### config.mk
export PLATFORM = sky130hd
export DESIGN_NAME = nios2_oci_dct_trace_monitor
export DESIGN_NICKNAME = d
export VERILOG_FILES = /design/src/rtl/nios2_oci_dct_trace_monitor.sv
export SDC_FILE = /design/constraint.sdc
export NUM_CORES = 1
export LEC_CHECK = 0
export CAP_MARGIN = 10
export CELL_PAD_IN_SITES_DETAIL_PLACEMENT = 1
export CELL_PAD_IN_SITES_GLOBAL_PLACEMENT = 2
export CORE_AREA = 5 5 231 233
export DETAILED_ROUTE_END_ITERATION = 6
export DIE_AREA = 0 0 236 238
export GPL_ROUTABILITY_DRIVEN = 0
export HOLD_SLACK_MARGIN = 0.1
export PLACE_DENSITY_LB_ADDON = 0.05
export SETUP_SLACK_MARGIN = 0.02
export SYNTH_ARGS = -nofsm -noshare
export SYNTH_HDL_FRONTEND = slang
export SYNTH_SLANG_ARGS = --single-unit
### constraint.sdc
create_clock -name clk -period 7.64 [get_ports clk]
set_input_delay 1.528 -clock clk [delete_from_list [all_inputs] [get_ports clk]]
set_output_delay 1.528 -clock clk [all_outputs]
set_load 0.02 [all_outputs]
### src/rtl/nios2_oci_dct_trace_monitor.sv
// rtl/nios2_oci_dct_trace_monitor.sv - DCT trace record capture FIFO, entry-count checker and end-of-test sequencer
module nios2_oci_dct_trace_monitor #(
    parameter int DCT_W     = 30,
    parameter int CNT_W     = 4,
    parameter int MAX_COUNT = 9,
    parameter int DEPTH     = 16,
    parameter int TOT_W     = 16
) (
    input  logic                      clk,
    input  logic                      reset_n,
    input  logic [DCT_W-1:0]          dct_buffer,
    input  logic [CNT_W-1:0]          dct_count,
    input  logic                      dct_strobe,
    input  logic                      test_ending,
    input  logic                      test_has_ended,
    input  logic                      sw_clear,
    input  logic                      rd_ready,
    output logic                      rd_valid,
    output logic [CNT_W+DCT_W-1:0]    rd_data,
    output logic [$clog2(DEPTH):0]    fifo_level,
    output logic [TOT_W-1:0]          accepted_total,
    output logic [TOT_W-1:0]          dropped_total,
    output logic                      overflow_err,
    output logic                      count_err,
    output logic                      draining,
    output logic                      done
);

    localparam int PTR_W = $clog2(DEPTH);
    localparam int LVL_W = PTR_W + 1;
    localparam int REC_W = CNT_W + DCT_W;

    typedef enum logic [1:0] {
        ST_RUN   = 2'd0,
        ST_DRAIN = 2'd1,
        ST_DONE  = 2'd2
    } state_t;

    state_t             state_q;
    state_t             state_d;
    logic [REC_W-1:0]   mem [DEPTH];
    logic [PTR_W-1:0]   wr_ptr;
    logic [PTR_W-1:0]   rd_ptr;
    logic [LVL_W-1:0]   level;
    logic               full;
    logic               push_req;
    logic               push_ok;
    logic               push_drop;
    logic               pop;
    logic               flush;

    // sw_clear and test_has_ended both empty the FIFO; sw_clear wins when both are high
    assign flush     = sw_clear || test_has_ended;
    assign full      = (level == LVL_W'(DEPTH));

    // DONE hides any contents from the consumer; rd_data reads zero whenever nothing is offered
    assign rd_valid  = (level != '0) && (state_q != ST_DONE);
    assign rd_data   = rd_valid ? mem[rd_ptr] : '0;

    // A pop only happens on an offered record, so push+pop at level 0 is push-only
    assign pop       = rd_valid && rd_ready && !flush;
    assign push_req  = (state_q == ST_RUN) && dct_strobe && !flush;
    assign push_ok   = push_req && (!full || pop);
    assign push_drop = push_req && full && !pop;

    assign fifo_level = level;
    assign draining   = (state_q == ST_DRAIN);
    assign done       = (state_q == ST_DONE);

    // State register
    always_ff @(posedge clk or negedge reset_n) begin
        if (!reset_n) begin
            state_q <= ST_RUN;
        end else begin
            state_q <= state_d;
        end
    end

    // Next-state selection in priority order: clear, hard end, graceful end, drain completion
    always_comb begin
        state_d = state_q;
        if (sw_clear) begin
            state_d = ST_RUN;
        end else if (test_has_ended) begin
            state_d = ST_DONE;
        end else begin
            case (state_q)
                ST_RUN:   if (test_ending) state_d = ST_DRAIN;
                ST_DRAIN: if (level == '0) state_d = ST_DONE;
                ST_DONE:  state_d = ST_DONE;
                default:  state_d = ST_RUN;
            endcase
        end
    end

    // Record storage; contents are only visible through rd_data when rd_valid is set
    always_ff @(posedge clk) begin
        if (push_ok) begin
            mem[wr_ptr] <= {dct_count, dct_buffer};
        end
    end

    // Pointers wrap naturally at DEPTH (power of two); level tracks occupancy 0..DEPTH
    always_ff @(posedge clk or negedge reset_n) begin
        if (!reset_n) begin
            wr_ptr <= '0;
            rd_ptr <= '0;
            level  <= '0;
        end else if (flush) begin
            wr_ptr <= '0;
            rd_ptr <= '0;
            level  <= '0;
        end else begin
            if (push_ok) wr_ptr <= wr_ptr + PTR_W'(1);
            if (pop)     rd_ptr <= rd_ptr + PTR_W'(1);
            case ({push_ok, pop})
                2'b10:   level <= level + LVL_W'(1);
                2'b01:   level <= level - LVL_W'(1);
                default: level <= level;
            endcase
        end
    end

    // Saturating totals and sticky error flags; only sw_clear or reset clears them
    always_ff @(posedge clk or negedge reset_n) begin
        if (!reset_n) begin
            accepted_total <= '0;
            dropped_total  <= '0;
            overflow_err   <= 1'b0;
            count_err      <= 1'b0;
        end else if (sw_clear) begin
            accepted_total <= '0;
            dropped_total  <= '0;
            overflow_err   <= 1'b0;
            count_err      <= 1'b0;
        end else begin
            if (push_ok && (accepted_total != '1)) begin
                accepted_total <= accepted_total + TOT_W'(1);
            end
            if (push_drop && (dropped_total != '1)) begin
                dropped_total <= dropped_total + TOT_W'(1);
            end
            if (push_drop) begin
                overflow_err <= 1'b1;
            end
            if (push_ok && (dct_count > CNT_W'(MAX_COUNT))) begin
                count_err <= 1'b1;
            end
        end
    end

endmodule

After elaboration in Yosys (flattened, before gate mapping)
Memory sizes are Yosys's and may differ from the RTL's.
Cells that the tools add are included.

word-level totals
  word-level logic and storage cells = 75
  input port bits = 41
  memory bits (writable) = 544
  output and inout port bits = 76
  memories kept = 1
  register bits after elaboration = 49

memories
  memory  words  width  rd ports  clocked after Yosys merged registers in  write ports  RTL line  source
  mem     16     34     1         0                                        1            41        logic [REC_W-1:0] mem [DEPTH];

operators by class
  $add $sub $neg = 6
  order comparisons = 1
  equal/unequal tests = 10
  reductions and logical operators = 27
  multiplexer cells = 22

operators with widths
  kind                                                    number
  2-to-1 mux 16 bit                                       4
  2-to-1 mux 34 bit                                       1
  adder 16 x 1 -> 16 bit (second input constant)          2
  inequality test 16 bit (second input constant)          2
  2-to-1 mux 4 bit                                        4
  nonzero test 2 bit                                      6
  logical AND 1 bit                                       11
  one-hot mux 5 bit (2 select lines)                      1
  adder 4 x 1 -> 4 bit (second input constant)            2
  2-to-1 mux 2 bit                                        4
  2-to-1 mux 1 bit                                        6
  one-hot mux 2 bit (3 select lines)                      1
  adder 5 x 1 -> 5 bit (second input constant)            1
  == test 5 bit (second input constant)                   1
  logical NOT 5 bit                                       1
  2-to-1 mux 5 bit                                        1
  nonzero test 5 bit                                      1
  subtractor 5 x 1 -> 5 bit (second input constant)       1
  == test 2 x 1 -> 1 bit (second input constant)          2
  == test 2 bit (second input constant)                   2
  > comparator 4 bit (second input constant)              1
  inequality test 4 x 3 -> 1 bit (second input constant)  1
  inequality test 4 bit (second input constant)           1
  logical NOT 1 bit                                       3
  other kinds (5)                                         6

Longest topological paths before layout
Gate-level depths: netlist of the first run.

  depth in word-level cells = 9
  depth in mapped cells = 12

Worst setup path after synthesis of the first run
Ideal clock, no wire load.

  path kind = input to register
  start = in rd_ready
  end = mem mem[1][0] in the netlist's numbering, enable pin
  path buffers = 2
  path slack = 1.310 ns
  data required time = 7.118 ns
  cell stages on the path = 5
  arrival = 5.807 ns
  path through = nor2b_1 clkbuf_1 o31ai_4 buf_4 nor4b_1

between the ends
  longest elaborated chain between the ends = 6

ends and longest elaborated chain
  element                                 RTL line  source
  from (decl)                             17        input logic rd_ready,
  logical AND 1 bit (2 in a row)          61        assign pop = rd_valid && rd_ready && !flush;
  logical OR 1 bit                        63        assign push_ok = push_req && (!full || pop);
  logical AND 1 bit                       63
  2-to-1 mux 1 bit                        98        if (push_ok) begin
  2-to-1 mux 1 bit (implied by the code)  99        mem[wr_ptr] <= {dct_count, dct_buffer};
  to (decl)                               41

No other way between the ends.

Final worst setup path of the first run
  start = reg rd_ptr[1]
  end = out rd_data[2]

between the ends
  longest elaborated chain between the ends = 2

ends and longest elaborated chain
  element                 RTL line  source
  from (decl)             43        logic [PTR_W-1:0] rd_ptr;
  from (signal assigned)  115       if (pop) rd_ptr <= rd_ptr + PTR_W'(1);
  memory (16 x 34 bit)    -
  2-to-1 mux 34 bit       58        assign rd_data = rd_valid ? mem[rd_ptr] : '0;
  to (decl)               19        output logic [CNT_W+DCT_W-1:0] rd_data,

No other way between the ends.

==> results_dict.tcl, run 1 <==
set metrics [dict create \
    outcome "finished, final reports clean" \
    dieArea_um2 56200 \
    crit_type "flip-flop to primary output" \
    grt_overflow_total 0 \
    min_path_cells 2 \
    power_switching_mw 1.31 \
    ys_seq_area_frac 0.744 \
    p_seq_frac 0.532 \
    clk_latency_ns 0.61 \
    fp.dieW_um 236 \
    setup_slack_ns 2.19 \
    via_count 11400 \
    pwr-share-comb 0.019 \
    async_flop_share 0.0826 \
    post-cts-setup-buffers 0 \
    fillerInstances 4416 \
    drtPass1Iterations 5 \
    cap_viol_max_count 0 \
    ant_nets 0 \
    wl_um 54400 \
    hold_slack_ns 0.507 \
    grt_pass1_vias 12500 \
    cts_resized 0 \
    clock-root-buffer "clkbuf_16" \
    min_period_ns 5.45 \
    worstHoldStart "count_err$_DFFE_PN0P_" \
    hold_buffers 0 \
    cts_max_level 2 \
    r2r_end "mem[8][12]$_DFFE_PP_" \
    grt_first_pass_wirelength_um 82900 \
    grt_usage 0.196 \
    clkTransAtPathRegs_ns 0.06 \
    power_frac_clock 0.450 \
    die_h_um 238 \
    syn_area_um2 23600 \
    syn_inst 1117 \
    syn-num-nets 1170 \
    p_leak_nw 8.64 \
    r2r-start "state_q[0]$_DFFE_PN0P_" \
    drc 0 \
    power.total_mw 6.69 \
    worst_slew_pin_slew_ns 1.00 \
    endpoint_kind "primary output" \
    clock_skew_ns 0.0146 \
    multi_input_area_um2 5800 \
    diodes 0 \
    layout-drive-gt1-share 0.244 \
    max_freq_mhz 184 \
    cts_tree "yes" \
    hpwl_um 29100 \
    hold_class "flip-flop to flip-flop" \
    cts_buffer_depth 3 \
    maxSlewViolCount 0 \
    row_count 83 \
    critical_path_required_ns 6.11 \
    synth_edf_count 544 \
    slew_headroom 0.332 \
    arrival_ns 3.92 \
    grt_max_degree 78 \
    post-route-util 0.544 \
    swShare 0.197 \
    vias_per_cell 5.71 \
    nets 1325 \
    cts.sinks 593 \
    min_to "count_err$_DFFE_PN0P_" \
    crit_fanout 77 \
    antenna_found_initial 2 \
    hold_viol_final 0 \
    reg2reg_depth 8 \
    synth_flop_cell "edfxtp_1" \
    wl_per_cell_um 27.2 \
    ir_drop_mv 0.177 \
    area_delta_synth_final_pct 17.5 \
    final-seq-area_um2 17600 \
    io_buffers 116 \
    pre_cts_ws_ns 2.77 \
    setup_viol 0 \
    final_common_cell "edfxtp_1" \
    tns_ns 0 \
    numCtsBuffers 61 \
    ys_ff_latch 593 \
    start_kind "flip-flop" \
    syn_avg_cell_area_um2 21.1 \
    pin_count 117 \
    rrSetupSlack_ns 4.14 \
    powerDensity_nw_per_um2 241 \
    start_util 0.463 \
    synth_warnings 0 \
    core_area_um2 51000 \
    drtIter0Drc 861 \
    final_cell_mix "544 x edfxtp_1, 170 x mux4_2, 115 x clkdlybuf4s50_1" \
    rsz0062_at_grt "false" \
    power.internal_mw 5.37 \
    finalCritPeriodShare 0.713 \
    yosys.cell_types.count 51 \
]
## state kept, by name (all words and copies together) (netlist names)
name / cells
mem: 544
accepted_total: 16
dropped_total: 16
fifo_level: 5
rd_ptr: 4
wr_ptr: 4
state_q: 2
count_err: 1
overflow_err: 1
## cell type report
class                           count  area share
Sequential cell                   593       0.634
Multi-Input combinational cell    456       0.209
Clock buffer                       68      0.0568
Timing Repair Buffer              148      0.0512
Tap cell                          680      0.0307
Clock inverter                     45      0.0163
Inverter                           12     0.00162
## per-layer routing
layer,global-route usage,vias to the layer above,share of wire
li1,-,4935,-
met1,0.280,6137,0.44
met2,0.323,270,0.49
met3,0.0276,91,0.044
met4,0.0501,4,0.022
met5,0,-,0.00050
## synthesized netlist by cell type, drive strengths merged, types with 7 or more instances
cell / count / area share
nor4: 11 / 0.0036
xor2: 10 / 0.0037
nand2: 15 / 0.0024
inv: 12 / 0.0019
buf: 24 / 0.0057
nor2: 56 / 0.0089
and2: 7 / 0.0019
mux4: 170 / 0.16
edfxtp: 544 / 0.69
xnor2: 22 / 0.0082
nor2b: 37 / 0.0098
a21oi: 10 / 0.0021
nand4: 10 / 0.0027
and3: 10 / 0.0027
nor3: 7 / 0.0015
nand2b: 7 / 0.0019
clkbuf: 32 / 0.0051
nand3: 11 / 0.0023
dfrtp: 49 / 0.052
mux2i: 8 / 0.0034
ha: 12 / 0.0064
## per-stage QoR
stage / area [um2] / cells
detailed placement: 25700 / 1888
floorplan: 23600 / 1117
global route: 27700 / 2002
finish: 27700 / 2002
global placement: 25700 / 1888
CTS: 27700 / 2001
## power groups by stage
stage | registers [mW] | clock network, mW | logic (mW)
floorplan | 3.62 | 0 | 0.0423
global placement | 3.62 | 0 | 0.123
detailed placement | 3.62 | 0 | 0.128
CTS | 3.55 | 3.07 | 0.128
global route | 3.55 | 3.22 | 0.137
finish | 3.55 | 3.01 | 0.124
## worst max path at each step
stage / startpoint / endpoint
CTS: rd_ptr[1]$_DFFE_PN0P_ / rd_data[2]
global route: rd_ptr[1]$_DFFE_PN0P_ / rd_data[2]
global placement: rd_ptr[1]$_DFFE_PN0P_ / rd_data[2]
detailed placement: rd_ready / mem[8][12]$_DFFE_PP_
floorplan: rd_ready / mem[1][0]$_DFFE_PP_
finish: rd_ptr[1]$_DFFE_PN0P_ / rd_data[2]
## critical path, stage by stage, from the launching register on
cell             delay [ns]
dfrtp_4                1.08
buf_12                 0.45
mux4_2                 0.41
mux4_2                 0.46
nor2b_1                0.19
clkdlybuf4s50_1        0.60
## kinds of logic after synthesis
| family | count (synthesis) | synth area share |
|---|---|---|
| AO/OA/AOI/OAI | 50 | 0.0170 |
| XOR/XNOR | 32 | 0.0119 |
| adder cells (fa/ha/maj) | 12 | 0.00636 |
| buffers and inverters | 68 | 0.0127 |
| flip-flops | 593 | 0.744 |
| multiplexers | 178 | 0.166 |
| AND/OR/NAND/NOR | 184 | 0.0421 |
Power figures use the tool's default switching activity.
==> inputs of run 2 (changes only) <==
--- a/config.mk
+++ b/config.mk
@@ -8,9 +8,9 @@
 export CAP_MARGIN = 10
 export CELL_PAD_IN_SITES_DETAIL_PLACEMENT = 1
 export CELL_PAD_IN_SITES_GLOBAL_PLACEMENT = 2
-export CORE_AREA = 5 5 231 233
+export CORE_AREA = 5 5 241 243
 export DETAILED_ROUTE_END_ITERATION = 6
-export DIE_AREA = 0 0 236 238
+export DIE_AREA = 0 0 246 248
 export GPL_ROUTABILITY_DRIVEN = 0
 export HOLD_SLACK_MARGIN = 0.1
 export PLACE_DENSITY_LB_ADDON = 0.05
==> constraint.sdc (replaced) <==
create_clock -name clk -period 4.57 [get_ports clk]
set_input_delay 0.914 -clock clk [delete_from_list [all_inputs] [get_ports clk]]
set_output_delay 0.914 -clock clk [all_outputs]
set_load 0.02 [all_outputs]
==> run 2 against run 1 <==
Net effect: non-clock buffer count is 12 higher; clock power is 64% higher; total power is 66% higher; cell area is 1.1% higher; via count is 1.2% higher; clock skew is 0.011 ns higher; clock-buffer cell count is 7 higher; combinational power is 72% higher; sequential power is 67% higher; register-to-register slack worse by 2.6 ns; final cell count is 4.3% higher.
==> results_dict.tcl, run 2 (synthesis results as in run 1) <==
set metrics [dict create \
    post-cts-setup-buffers 0 \
    regMostFlops "mem" \
    dieArea_um2 61000 \
    largest_reg_flops 544 \
    clock_skew_ns 0.0253 \
    hpwl_um 31400 \
    numPlacedInstances 1977 \
    row_count 87 \
    wl_per_cell_um 27.2 \
    min_period_ns 4.30 \
    start_util 0.423 \
    clkTransAtPathRegs_ns 0.06 \
    hold_buffers 0 \
    grt_pass1_vias 12600 \
    via_count 11600 \
    top_regs "mem: 544 flops, accepted_total: 16 flops, dropped_total: 16 flops" \
    cts_max_level 3 \
    finalCritPeriodShare 0.941 \
    cts_buffer_depth 3 \
    nets 1342 \
    numCtsBuffers 66 \
    maxSlewViolCount 0 \
    arrival_ns 3.39 \
    worst_slew_pin_slew_ns 1.02 \
    place_area_um2 26000 \
    cts.sinks 593 \
    reg2reg_depth 8 \
    max_freq_mhz 233 \
    antenna_found_initial 4 \
    grt_first_pass_wirelength_um 84700 \
    hold_class "input port to asynchronous set/reset pin" \
    drtIter0Drc 812 \
    hold_viol_final 0 \
    ir_drop_mv 0.276 \
    powerDensity_nw_per_um2 396 \
    start_kind "flip-flop" \
    endpoint_kind "primary output" \
    fp.dieW_um 246 \
    layout-drive-gt1-share 0.251 \
    final_common_cell "edfxtp_1" \
    pin_count 117 \
    final_cell_mix "544 x edfxtp_1, 170 x mux4_2, 115 x clkdlybuf4s50_1" \
    cts_resized 0 \
    cts_tree "yes" \
    core_area_um2 55700 \
    rrSetupSlack_ns 1.55 \
    p_leak_nw 8.73 \
    crit_fanout 29 \
    slew_headroom 0.319 \
    io_buffers 116 \
    critical_path_required_ns 3.66 \
    diodes 0 \
    drtPass1Iterations 5 \
    clock-root-buffer "clkbuf_16" \
    finalInstanceArea_um2 28000 \
    grt_max_degree 57 \
    cap_viol_max_count 0 \
    setup_viol 0 \
    outcome "finished, final reports clean" \
    r2r_end "mem[8][15]$_DFFE_PP_" \
    grt_usage 0.190 \
    clk_latency_ns 0.60 \
    die_h_um 248 \
    wl_um 56700 \
    drc 0 \
    grt_overflow_total 0 \
    fin_cells 2088 \
    vias_per_cell 5.54 \
    ant_nets 0 \
    area_delta_synth_final_pct 18.8 \
    r2r-start "state_q[0]$_DFFE_PN0P_" \
    crit_type "flip-flop to primary output" \
    rsz0062_at_grt "false" \
]
## run 2: layer usage
layer,track usage,up-vias,routed length [um]
li1,-,4977,-
met1,0.265,6323,25500
met2,0.317,192,28400
met3,0.0354,73,1890
met4,0.0399,6,963
met5,0,-,38
## run 2: stage by stage
| stage | utilization | TNS, ns | power [mW] | worst slack [ns] | hold slack [ns] |
|---|---|---|---|---|---|
| 2_1_floorplan | - | -84.92 | 6.13 | -0.833 | 0.542 |
| 3_3_place_gp | 0.467 | 0 | 6.27 | 0.817 | 0.487 |
| 3_5_place_dp | 0.467 | 0 | 6.28 | 0.767 | 0.502 |
| 4_1_cts | 0.503 | 0 | 11.3 | 0.157 | 0.367 |
| 5_1_grt | 0.503 | 0 | 11.5 | 0.0897 | 0.409 |
| 6_report | 0.503 | 0 | 11.1 | 0.269 | 0.375 |
## run 2: worst max-delay path by stage
stage                                from                        end  slack (ns)  depth (start not counted)
floorplan                        rd_ready        mem[3][0]$_DFFE_PP_       -0.83                          5
global placement                 sw_clear  fifo_level[4]$_DFFE_PN0P_        0.82                         11
detailed placement         test_has_ended        mem[8][8]$_DFFE_PP_        0.77                          7
CTS                 rd_ptr[0]$_DFFE_PN0P_                 rd_data[1]        0.16                          6
global route        rd_ptr[0]$_DFFE_PN0P_                rd_data[23]        0.09                          6
finish              rd_ptr[0]$_DFFE_PN0P_                 rd_data[1]        0.27                          6
## run 2: cell type report
| class | count | area (um2) |
|---|---|---|
| Clock inverter | 36 | 275 |
| Fill cell | 5047 | 27700 |
| Multi-Input combinational cell | 456 | 5810 |
| Clock buffer | 75 | 1710 |
| Inverter | 12 | 45.0 |
| Timing Repair Buffer | 160 | 1660 |
| Sequential cell | 593 | 17600 |
| Tap cell | 756 | 946 |
## run 2: power by group
group	total, mW	leakage [nW]	switching, mW	internal (mW)
Clock	4.94	0.980	2.05	2.89
Combinational	0.213	2.19	0.137	0.0755
Sequential	5.94	5.57	0.00566	5.94
Total	11.1	8.73	2.20	8.91
## run 2: critical path: stages (launching register included)
cell,delay (ns)
dfrtp_4,0.47
buf_12,0.27
buf_4,0.32
mux4_2,0.55
mux4_2,0.47
nor2b_1,0.16
clkdlybuf4s50_1,0.55
==> inputs of run 3 (changes only) <==
--- a/config.mk
+++ b/config.mk
@@ -14,7 +14,7 @@
 export GPL_ROUTABILITY_DRIVEN = 0
 export HOLD_SLACK_MARGIN = 0.1
 export PLACE_DENSITY_LB_ADDON = 0.05
-export SETUP_SLACK_MARGIN = 0.02
+export SKIP_LAST_GASP = 1
 export SYNTH_ARGS = -nofsm -noshare
 export SYNTH_HDL_FRONTEND = slang
 export SYNTH_SLANG_ARGS = --single-unit
==> results of run 3 <==
Same layout as run 2: the final DEF is identical, and so are final timing and power.
